`src/rtl/nanov_muldiv_pkg.sv`:
```
// Shared definitions for the bit-serial RV32M/RV64M multiply/divide unit:
// funct3 op encodings, controller states and operand-class helpers.
package nanov_muldiv_pkg;

  localparam logic [2:0] OP_MUL    = 3'd0;
  localparam logic [2:0] OP_MULH   = 3'd1;
  localparam logic [2:0] OP_MULHSU = 3'd2;
  localparam logic [2:0] OP_MULHU  = 3'd3;
  localparam logic [2:0] OP_DIV    = 3'd4;
  localparam logic [2:0] OP_DIVU   = 3'd5;
  localparam logic [2:0] OP_REM    = 3'd6;
  localparam logic [2:0] OP_REMU   = 3'd7;

  typedef enum logic [1:0] {
    IDLE = 2'd0,
    LOAD = 2'd1,
    CALC = 2'd2,
    OUT  = 2'd3
  } state_e;

  // funct3[2] separates the divide group from the multiply group
  function automatic logic op_is_div(input logic [2:0] op);
    return op[2];
  endfunction

  // Multiply ops that return the upper half of the product
  function automatic logic op_is_hi(input logic [2:0] op);
    return (op == OP_MULH) || (op == OP_MULHSU) || (op == OP_MULHU);
  endfunction

  function automatic logic a_signed(input logic [2:0] op);
    return (op == OP_MULH) || (op == OP_MULHSU) || (op == OP_DIV) || (op == OP_REM);
  endfunction

  function automatic logic b_signed(input logic [2:0] op);
    return (op == OP_MULH) || (op == OP_DIV) || (op == OP_REM);
  endfunction

endpackage

```
`src/rtl/nanov_muldiv_if.sv`:
```
// Serial handshake between the core (master) and the mul/div unit (slave).
interface nanov_muldiv_if;
  logic       start;
  logic [2:0] op;
  logic       a_in;
  logic       b_in;
  logic       busy;
  logic       done;
  logic       result_out;
  logic       result_shift;

  modport master (
    output start, op, a_in, b_in, result_shift,
    input  busy, done, result_out
  );

  modport slave (
    input  start, op, a_in, b_in, result_shift,
    output busy, done, result_out
  );
endinterface

```
`src/rtl/nanov_muldiv_serial_neg.sv`:
```
// Bit-serial two's-complement negator: out = ~in + carry, LSB first.
// init selects carry_init for the first bit of a word; en advances the
// internal carry so a stalled stream keeps its current output bit.
module nanov_muldiv_serial_neg (
  input  logic clk,
  input  logic rstn,
  input  logic en,
  input  logic init,
  input  logic carry_init,
  input  logic bit_in,
  output logic bit_out
);

  logic carry_q;
  logic carry;

  assign carry   = init ? carry_init : carry_q;
  assign bit_out = ~bit_in ^ carry;

  // Carry ripples to the next bit only while the stream advances
  always_ff @(posedge clk or negedge rstn) begin
    if (!rstn) begin
      carry_q <= 1'b0;
    end else if (en) begin
      carry_q <= ~bit_in & carry;
    end
  end

endmodule

```
`src/rtl/nanov_muldiv.sv`:
```
// Bit-serial M-extension unit. Operands stream in LSB first, are turned
// into magnitudes, an unsigned shift-add multiply or restoring divide runs
// for XLEN cycles, and the selected word streams out with its sign applied.
//
// state | meaning
// IDLE  | waiting for start; bit 0 and op are taken in the start cycle
// LOAD  | shifting in operand bits 1..XLEN-1 (raw and negated copies)
// CALC  | XLEN iterations of shift-add or restoring divide
// OUT   | done=1, result bit valid, advances on result_shift
module nanov_muldiv
  import nanov_muldiv_pkg::*;
#(
  parameter  int XLEN     = 32,
  localparam int CNT_BITS = $clog2(XLEN)
) (
  input logic            clk,
  input logic            rstn,
  nanov_muldiv_if.slave  bus
);

  localparam logic [CNT_BITS-1:0] CNT_LAST = CNT_BITS'(XLEN - 1);

  state_e state_q, state_d;

  logic [CNT_BITS-1:0] cnt_q;
  logic [2:0]          op_q;
  // reg_x : a stream in LOAD, then multiplicand / divisor in CALC
  // reg_xn: negated a stream in LOAD, then the outgoing result word in OUT
  // reg_y : b stream in LOAD, then multiplier->product low / dividend->quotient
  // reg_yn: negated b stream
  logic [XLEN-1:0]     reg_x, reg_xn, reg_y, reg_yn;
  logic [XLEN:0]       reg_hi;
  logic                sa_q, sb_q, bz_q, lo_zero_q, res_neg_q;

  logic first, load_last, calc_last, out_last, out_shift;
  logic a_neg_bit, b_neg_bit, r_neg_bit;

  assign first     = (state_q == IDLE) && bus.start;
  assign load_last = (state_q == LOAD) && (cnt_q == CNT_LAST);
  assign calc_last = (state_q == CALC) && (cnt_q == CNT_LAST);
  assign out_shift = (state_q == OUT) && bus.result_shift;
  assign out_last  = out_shift && (cnt_q == CNT_LAST);

  // Operand capture: raw and negated streams side by side, since the sign
  // bit only arrives with the last LOAD bit
  logic            capture;
  logic [XLEN-1:0] a_raw_nx, a_neg_nx, b_raw_nx, b_neg_nx, a_mag, b_mag;
  logic            sa_nx, sb_nx, bz_nx;

  assign capture  = first || (state_q == LOAD);
  assign a_raw_nx = {bus.a_in, reg_x[XLEN-1:1]};
  assign a_neg_nx = {a_neg_bit, reg_xn[XLEN-1:1]};
  assign b_raw_nx = {bus.b_in, reg_y[XLEN-1:1]};
  assign b_neg_nx = {b_neg_bit, reg_yn[XLEN-1:1]};
  assign sa_nx    = bus.a_in & a_signed(op_q);
  assign sb_nx    = bus.b_in & b_signed(op_q);
  assign a_mag    = sa_nx ? a_neg_nx : a_raw_nx;
  assign b_mag    = sb_nx ? b_neg_nx : b_raw_nx;
  // b magnitude is zero exactly when every raw b bit is zero
  assign bz_nx    = bz_q & ~bus.b_in;

  nanov_muldiv_serial_neg u_neg_a (
    .clk        (clk),
    .rstn       (rstn),
    .en         (capture),
    .init       (first),
    .carry_init (1'b1),
    .bit_in     (bus.a_in),
    .bit_out    (a_neg_bit)
  );

  nanov_muldiv_serial_neg u_neg_b (
    .clk        (clk),
    .rstn       (rstn),
    .en         (capture),
    .init       (first),
    .carry_init (1'b1),
    .bit_in     (bus.b_in),
    .bit_out    (b_neg_bit)
  );

  // One CALC iteration: shift-add for multiply, compare-subtract for divide
  logic [XLEN:0]   mul_sum, rem_sh, hi_nx;
  logic [XLEN+1:0] rem_diff;
  logic [XLEN-1:0] y_nx;
  logic            lo_zero_nx;

  always_comb begin
    mul_sum    = reg_hi + (reg_y[0] ? {1'b0, reg_x} : {(XLEN+1){1'b0}});
    rem_sh     = {reg_hi[XLEN-1:0], reg_y[XLEN-1]};
    rem_diff   = {1'b0, rem_sh} - {2'b00, reg_x};
    hi_nx      = reg_hi;
    y_nx       = reg_y;
    lo_zero_nx = lo_zero_q;
    if (op_is_div(op_q)) begin
      hi_nx = rem_diff[XLEN+1] ? rem_sh : rem_diff[XLEN:0];
      y_nx  = {reg_y[XLEN-2:0], ~rem_diff[XLEN+1]};
    end else begin
      // each product low bit retires into reg_y here, so track "low == 0"
      hi_nx      = {1'b0, mul_sum[XLEN:1]};
      y_nx       = {mul_sum[0], reg_y[XLEN-1:1]};
      lo_zero_nx = lo_zero_q & ~mul_sum[0];
    end
  end

  // Word and sign chosen from the final iteration's values
  logic [XLEN-1:0] res_word;
  logic            res_neg_nx;
  logic            res_carry_init;

  always_comb begin
    res_word   = y_nx;
    res_neg_nx = 1'b0;
    case (op_q)
      OP_MUL: begin
        res_word   = y_nx;
        res_neg_nx = sa_q ^ sb_q;
      end
      OP_MULH, OP_MULHSU, OP_MULHU: begin
        res_word   = hi_nx[XLEN-1:0];
        res_neg_nx = sa_q ^ sb_q;
      end
      OP_DIV, OP_DIVU: begin
        res_word   = y_nx;
        res_neg_nx = (sa_q ^ sb_q) & ~bz_q;
      end
      default: begin
        res_word   = hi_nx[XLEN-1:0];
        res_neg_nx = sa_q;
      end
    endcase
  end

  // Negating a 2*XLEN product: the high half only gets the +1 when the low
  // half is all zeros
  assign res_carry_init = op_is_hi(op_q) ? lo_zero_q : 1'b1;

  nanov_muldiv_serial_neg u_neg_r (
    .clk        (clk),
    .rstn       (rstn),
    .en         (out_shift),
    .init       (cnt_q == '0),
    .carry_init (res_carry_init),
    .bit_in     (reg_xn[0]),
    .bit_out    (r_neg_bit)
  );

  // State register
  always_ff @(posedge clk or negedge rstn) begin
    if (!rstn) begin
      state_q <= IDLE;
    end else begin
      state_q <= state_d;
    end
  end

  // Next-state logic
  always_comb begin
    state_d = state_q;
    case (state_q)
      IDLE:    if (bus.start) state_d = LOAD;
      LOAD:    if (load_last) state_d = CALC;
      CALC:    if (calc_last) state_d = OUT;
      OUT:     if (out_last)  state_d = IDLE;
      default: state_d = IDLE;
    endcase
  end

  // Counter and datapath registers, advanced per state
  always_ff @(posedge clk or negedge rstn) begin
    if (!rstn) begin
      cnt_q     <= '0;
      op_q      <= '0;
      reg_x     <= '0;
      reg_xn    <= '0;
      reg_y     <= '0;
      reg_yn    <= '0;
      reg_hi    <= '0;
      sa_q      <= 1'b0;
      sb_q      <= 1'b0;
      bz_q      <= 1'b0;
      lo_zero_q <= 1'b0;
      res_neg_q <= 1'b0;
    end else begin
      case (state_q)
        IDLE: begin
          if (bus.start) begin
            cnt_q  <= CNT_BITS'(1);
            op_q   <= bus.op;
            reg_x  <= a_raw_nx;
            reg_xn <= a_neg_nx;
            reg_y  <= b_raw_nx;
            reg_yn <= b_neg_nx;
            bz_q   <= ~bus.b_in;
          end
        end
        LOAD: begin
          cnt_q <= cnt_q + CNT_BITS'(1);
          bz_q  <= bz_nx;
          if (load_last) begin
            sa_q      <= sa_nx;
            sb_q      <= sb_nx;
            reg_x     <= op_is_div(op_q) ? b_mag : a_mag;
            reg_y     <= op_is_div(op_q) ? a_mag : b_mag;
            reg_hi    <= '0;
            lo_zero_q <= 1'b1;
          end else begin
            reg_x  <= a_raw_nx;
            reg_xn <= a_neg_nx;
            reg_y  <= b_raw_nx;
            reg_yn <= b_neg_nx;
          end
        end
        CALC: begin
          cnt_q     <= cnt_q + CNT_BITS'(1);
          reg_hi    <= hi_nx;
          reg_y     <= y_nx;
          lo_zero_q <= lo_zero_nx;
          if (calc_last) begin
            reg_xn    <= res_word;
            res_neg_q <= res_neg_nx;
          end
        end
        OUT: begin
          if (bus.result_shift) begin
            cnt_q  <= cnt_q + CNT_BITS'(1);
            reg_xn <= {1'b0, reg_xn[XLEN-1:1]};
          end
        end
        default: ;
      endcase
    end
  end

  assign bus.busy       = (state_q == LOAD) || (state_q == CALC);
  assign bus.done       = (state_q == OUT);
  assign bus.result_out = (state_q == OUT) && (res_neg_q ? r_neg_bit : reg_xn[0]);

endmodule
```
`src/flat_wrapper.sv`:
```
// flat-port wrapper written by rule: the top's interface ports become plain ports
module nanov_muldiv_flat import nanov_muldiv_pkg::*;
#(
  parameter  int XLEN     = 32,
  localparam int CNT_BITS = $clog2(XLEN)
)
  (clk, rstn, bus_start, bus_op, bus_a_in, bus_b_in, bus_result_shift, bus_busy, bus_done, bus_result_out);
  nanov_muldiv_if bus_i ();
  input logic clk;
  input logic rstn;
  input wire logic [$bits(bus_i.start)-1:0] bus_start;
  input wire logic [$bits(bus_i.op)-1:0] bus_op;
  input wire logic [$bits(bus_i.a_in)-1:0] bus_a_in;
  input wire logic [$bits(bus_i.b_in)-1:0] bus_b_in;
  input wire logic [$bits(bus_i.result_shift)-1:0] bus_result_shift;
  output wire logic [$bits(bus_i.busy)-1:0] bus_busy;
  output wire logic [$bits(bus_i.done)-1:0] bus_done;
  output wire logic [$bits(bus_i.result_out)-1:0] bus_result_out;
  assign bus_i.start = bus_start;
  assign bus_i.op = bus_op;
  assign bus_i.a_in = bus_a_in;
  assign bus_i.b_in = bus_b_in;
  assign bus_i.result_shift = bus_result_shift;
  assign bus_busy = bus_i.busy;
  assign bus_done = bus_i.done;
  assign bus_result_out = bus_i.result_out;
  nanov_muldiv #(.XLEN(XLEN)) u_core (.clk(clk), .rstn(rstn), .bus(bus_i));
endmodule
```
`config.mk`:
```
export PLATFORM = sky130hd
export DESIGN_NAME = nanov_muldiv_flat
export DESIGN_NICKNAME = d
export VERILOG_FILES = /design/src/rtl/nanov_muldiv_pkg.sv /design/src/rtl/nanov_muldiv_if.sv /design/src/rtl/nanov_muldiv_serial_neg.sv /design/src/rtl/nanov_muldiv.sv /design/src/flat_wrapper.sv
export SDC_FILE = /design/constraint.sdc
export NUM_CORES = 1
export LEC_CHECK = 0
export ABC_AREA = 1
export CORE_MARGIN = 5
export CORE_UTILIZATION = 30
export CTS_CLUSTER_DIAMETER = 150
export DETAILED_ROUTE_END_ITERATION = 7
export PLACE_DENSITY = 0.49
export SLEW_MARGIN = 5
export SYNTH_ARGS = -nofsm -noshare
export SYNTH_HDL_FRONTEND = slang
export SYNTH_SLANG_ARGS = --single-unit
```
`constraint.sdc`:
```
create_clock -name clk -period 3.7 [get_ports clk]
set_input_delay 0.925 -clock clk [delete_from_list [all_inputs] [get_ports clk]]
set_output_delay 0.925 -clock clk [all_outputs]
set_load 0.005 [all_outputs]
```
==> results.json <==
{
  "status": "completed",
  "routedWlPerCell_um": 18.76,
  "core_sq_um": 52550,
  "io_pins": 12,
  "die-area_sq_um": 57710,
  "h-tree-depth": 4,
  "worstSetupPathType": "flop to output port",
  "r2r-start": "u_core.reg_y[0]$_DFFE_PN0P_",
  "final_cell_mix": "774 x nand2_1, 393 x inv_1, 196 x nor2_1",
  "cts-root-buf": "clkbuf_16",
  "antenna_found_initial": 1,
  "die_w_um": 240.2,
  "setup_viol_count_final": 0,
  "r2r_slack_ns": 0.54,
  "wl_um": 59800,
  "synth_async_sr_flop_share_pct": 100.0,
  "yosys_most_used_dff": "dfrtp_1",
  "die_y_um": 240.2,
  "fmax_mhz": 295.6,
  "fin_crit_ns": 3.383,
  "drtIter0Drc": 1560,
  "max_stage_delay_ns": 0.52,
  "port_buffers": 11,
  "grt_pass1_wl_um": 93090,
  "cp-end-kind": "output port",
  "num_rows": 84,
  "fin_nets": 2572,
  "synth_cell_types": 46,
  "firstDrtPassIters": 5,
  "min_period_over_period_pct": 91.44,
  "area_growth_pct": 8.955,
  "clock_path_buffers": 2,
  "drive_gt1_share_pct": 5.480,
  "clock_sinks": 178,
  "synth_edf_count": 0,
  "gp_congestion": 0.9646,
  "tritoncts": "done",
  "slew_violations": 0,
  "startpoint_type": "flop",
  "maxCapViolCount": 0,
  "post_dp_cell_area_sq_um": 16770,
  "yosysSeqAreaShare_pct": 28.01,
  "path_clk_slew_ns": 0.07,
  "vias": 16570,
  "critPathMaxFanout": 3,
  "crit_path_start": "u_core.cnt_q[0]$_DFFE_PN0P_",
  "cp.required_ns": 2.77,
  "max_slew_margin_pct": 30.04,
  "cpMaxStageDelayCell": "clkdlybuf4s50_1",
  "ctsHoldBuffers": 0,
  "cts-resized-gates": 0,
  "syn_area_per_cell_sq_um": 6.257,
  "hold_viol_final": 0,
  "drtAntennaViolNets": 0,
  "stdcell_area_sq_um": 17320,
  "numCtsBuffers": 17,
  "cp.arrival_ns": 2.46,
  "fin_setup_tns_ns": 0,
  "vias_per_cell": 5.198,
  "crit_chain": "inv_1, ha_1, nand4_1, nand2_1, o21ai_0, ha_1, o21ai_0, a21oi_1, clkdlybuf4s50_1",
  "final_common_cell": "nand2_1",
  "antenna_cells": 0,
  "syn_inst": 2541,
  "syn_area_sq_um": 15900,
  "insertion_delay_ns": 0.48,
  "drc_errors": 0,
  "yosysWarningCount": 0,
  "hp-class": "primary input to async pin",
  "synth_seq_cells": 178,
  "utilization_pct": 32.97,
  "start_util_pct": 30.26,
  "grt_max_degree": 96,
  "clock_skew_ns": 0.01221,
  "synth_fp_nets": 2626,
  "grt_pass1_vias": 15929,
  "hpwl_um": 45400,
  "rsz0062_at_grt": "no",
  "grt_use_total_pct": 20.60,
  "grt-ovfl-total": 0,
  "worst_pin_slew_ns": 1.049,
  "cts_setup_buffers": 0
}
## sequential cells by signal (all words and copies together), names as in the netlist
signal	count
u_core.op_q	3
u_core.res_neg_q	1
u_core.reg_y	32
u_core.cnt_q	5
u_core.reg_yn	31
u_core.u_neg_a.carry_q	1
u_core.reg_hi	33
u_core.reg_xn	32
u_core.u_neg_b.carry_q	1
u_core.u_neg_r.carry_q	1
u_core.state_q	2
u_core.sa_q	1
u_core.bz_q	1
u_core.reg_x	32
u_core.sb_q	1
u_core.lo_zero_q	1
## Yosys cell counts (7+ instances only)
cell	number	share of area (%)
nand3_1	90	2.8
a221oi_1	8	0.44
nor3_1	14	0.44
buf_1	12	0.28
nor2_1	196	4.6
o22ai_1	32	1.3
o21bai_1	8	0.38
a21oi_1	163	5.1
ha_1	74	5.8
o21ai_0	195	6.1
nand4_1	48	1.9
xnor2_1	19	1.0
buf_2	24	0.76
nand3_2	33	2.1
dfrtp_1	178	28
clkbuf_1	81	1.9
o221ai_1	55	3.0
o21ai_1	29	0.91
nand2_1	775	18
o211ai_1	53	2.5
or2_2	7	0.28
inv_1	394	9.3
## worst max-delay path: cells and delay by family, from the launching register on
family	cells	cell delay [ns]
buffers and inverters	2	0.62
adder cells (fa/ha/maj)	2	0.43
flip-flops	1	0.39
AO/OA/AOI/OAI	3	0.31
AND/OR/NAND/NOR	2	0.22
## logic make-up (layout without fill, tap and decap cells)
logic type                 Yosys count  count (layout)  share of synthesized area, %
AOI/OAI and AO/OA                  556             556                         20.49
DFF                                178             178                         28.01
and+or+nand+nor                   1188            1188                         31.61
buffers and inverters              522             481                         12.65
adders and majority gates           76              76                         6.075
xor gates and xnor gates            21              21                         1.157
## path summary, 6_finish.rpt
path                                                 end  cells after the start
max                                       bus_result_out                      9
min                        u_core.reg_xn[26]$_DFFE_PN0P_                      1
max reg2reg                u_core.reg_xn[30]$_DFFE_PN0P_                     16
min reg2reg                u_core.reg_yn[12]$_DFFE_PN0P_                      2
max in group asynchronous     u_core.op_q[2]$_DFFE_PN0P_                      2
min in group clk           u_core.reg_yn[12]$_DFFE_PN0P_                      2
## metal layers
metal | vias up | GRT usage, % | wire (um)
met5 | - | 0 | 13
met2 | 503 | 31.62 | 25850
met3 | 72 | 3.372 | 3447
met1 | 7802 | 29.79 | 29090
li1 | 8191 | - | -
met4 | 2 | 6.345 | 1399
## stage by stage
step	setup slack, ns	hold WS (ns)	std cells
2_1_floorplan	0.9651	0.4468	2541
3_3_place_gp	0.6470	0.4643	3156
3_5_place_dp	0.6466	0.4720	3156
4_1_cts	0.2321	0.4345	3188
5_1_grt	0.1003	0.4759	3188
6_report	0.3166	0.4235	3188
## final cells by class
type	count	area, sq um
Tap cell	688	860.8
Inverter	402	1510
Clock buffer	19	452.9
Multi-Input combinational cell	1841	9465
Sequential cell	178	4458
Timing Repair Buffer	47	471.7
Clock inverter	13	105.1
Fill cell	5823	35230
Power is not shown: default switching activity piles up to over one toggle a cycle in this logic, so the estimate is an artifact.
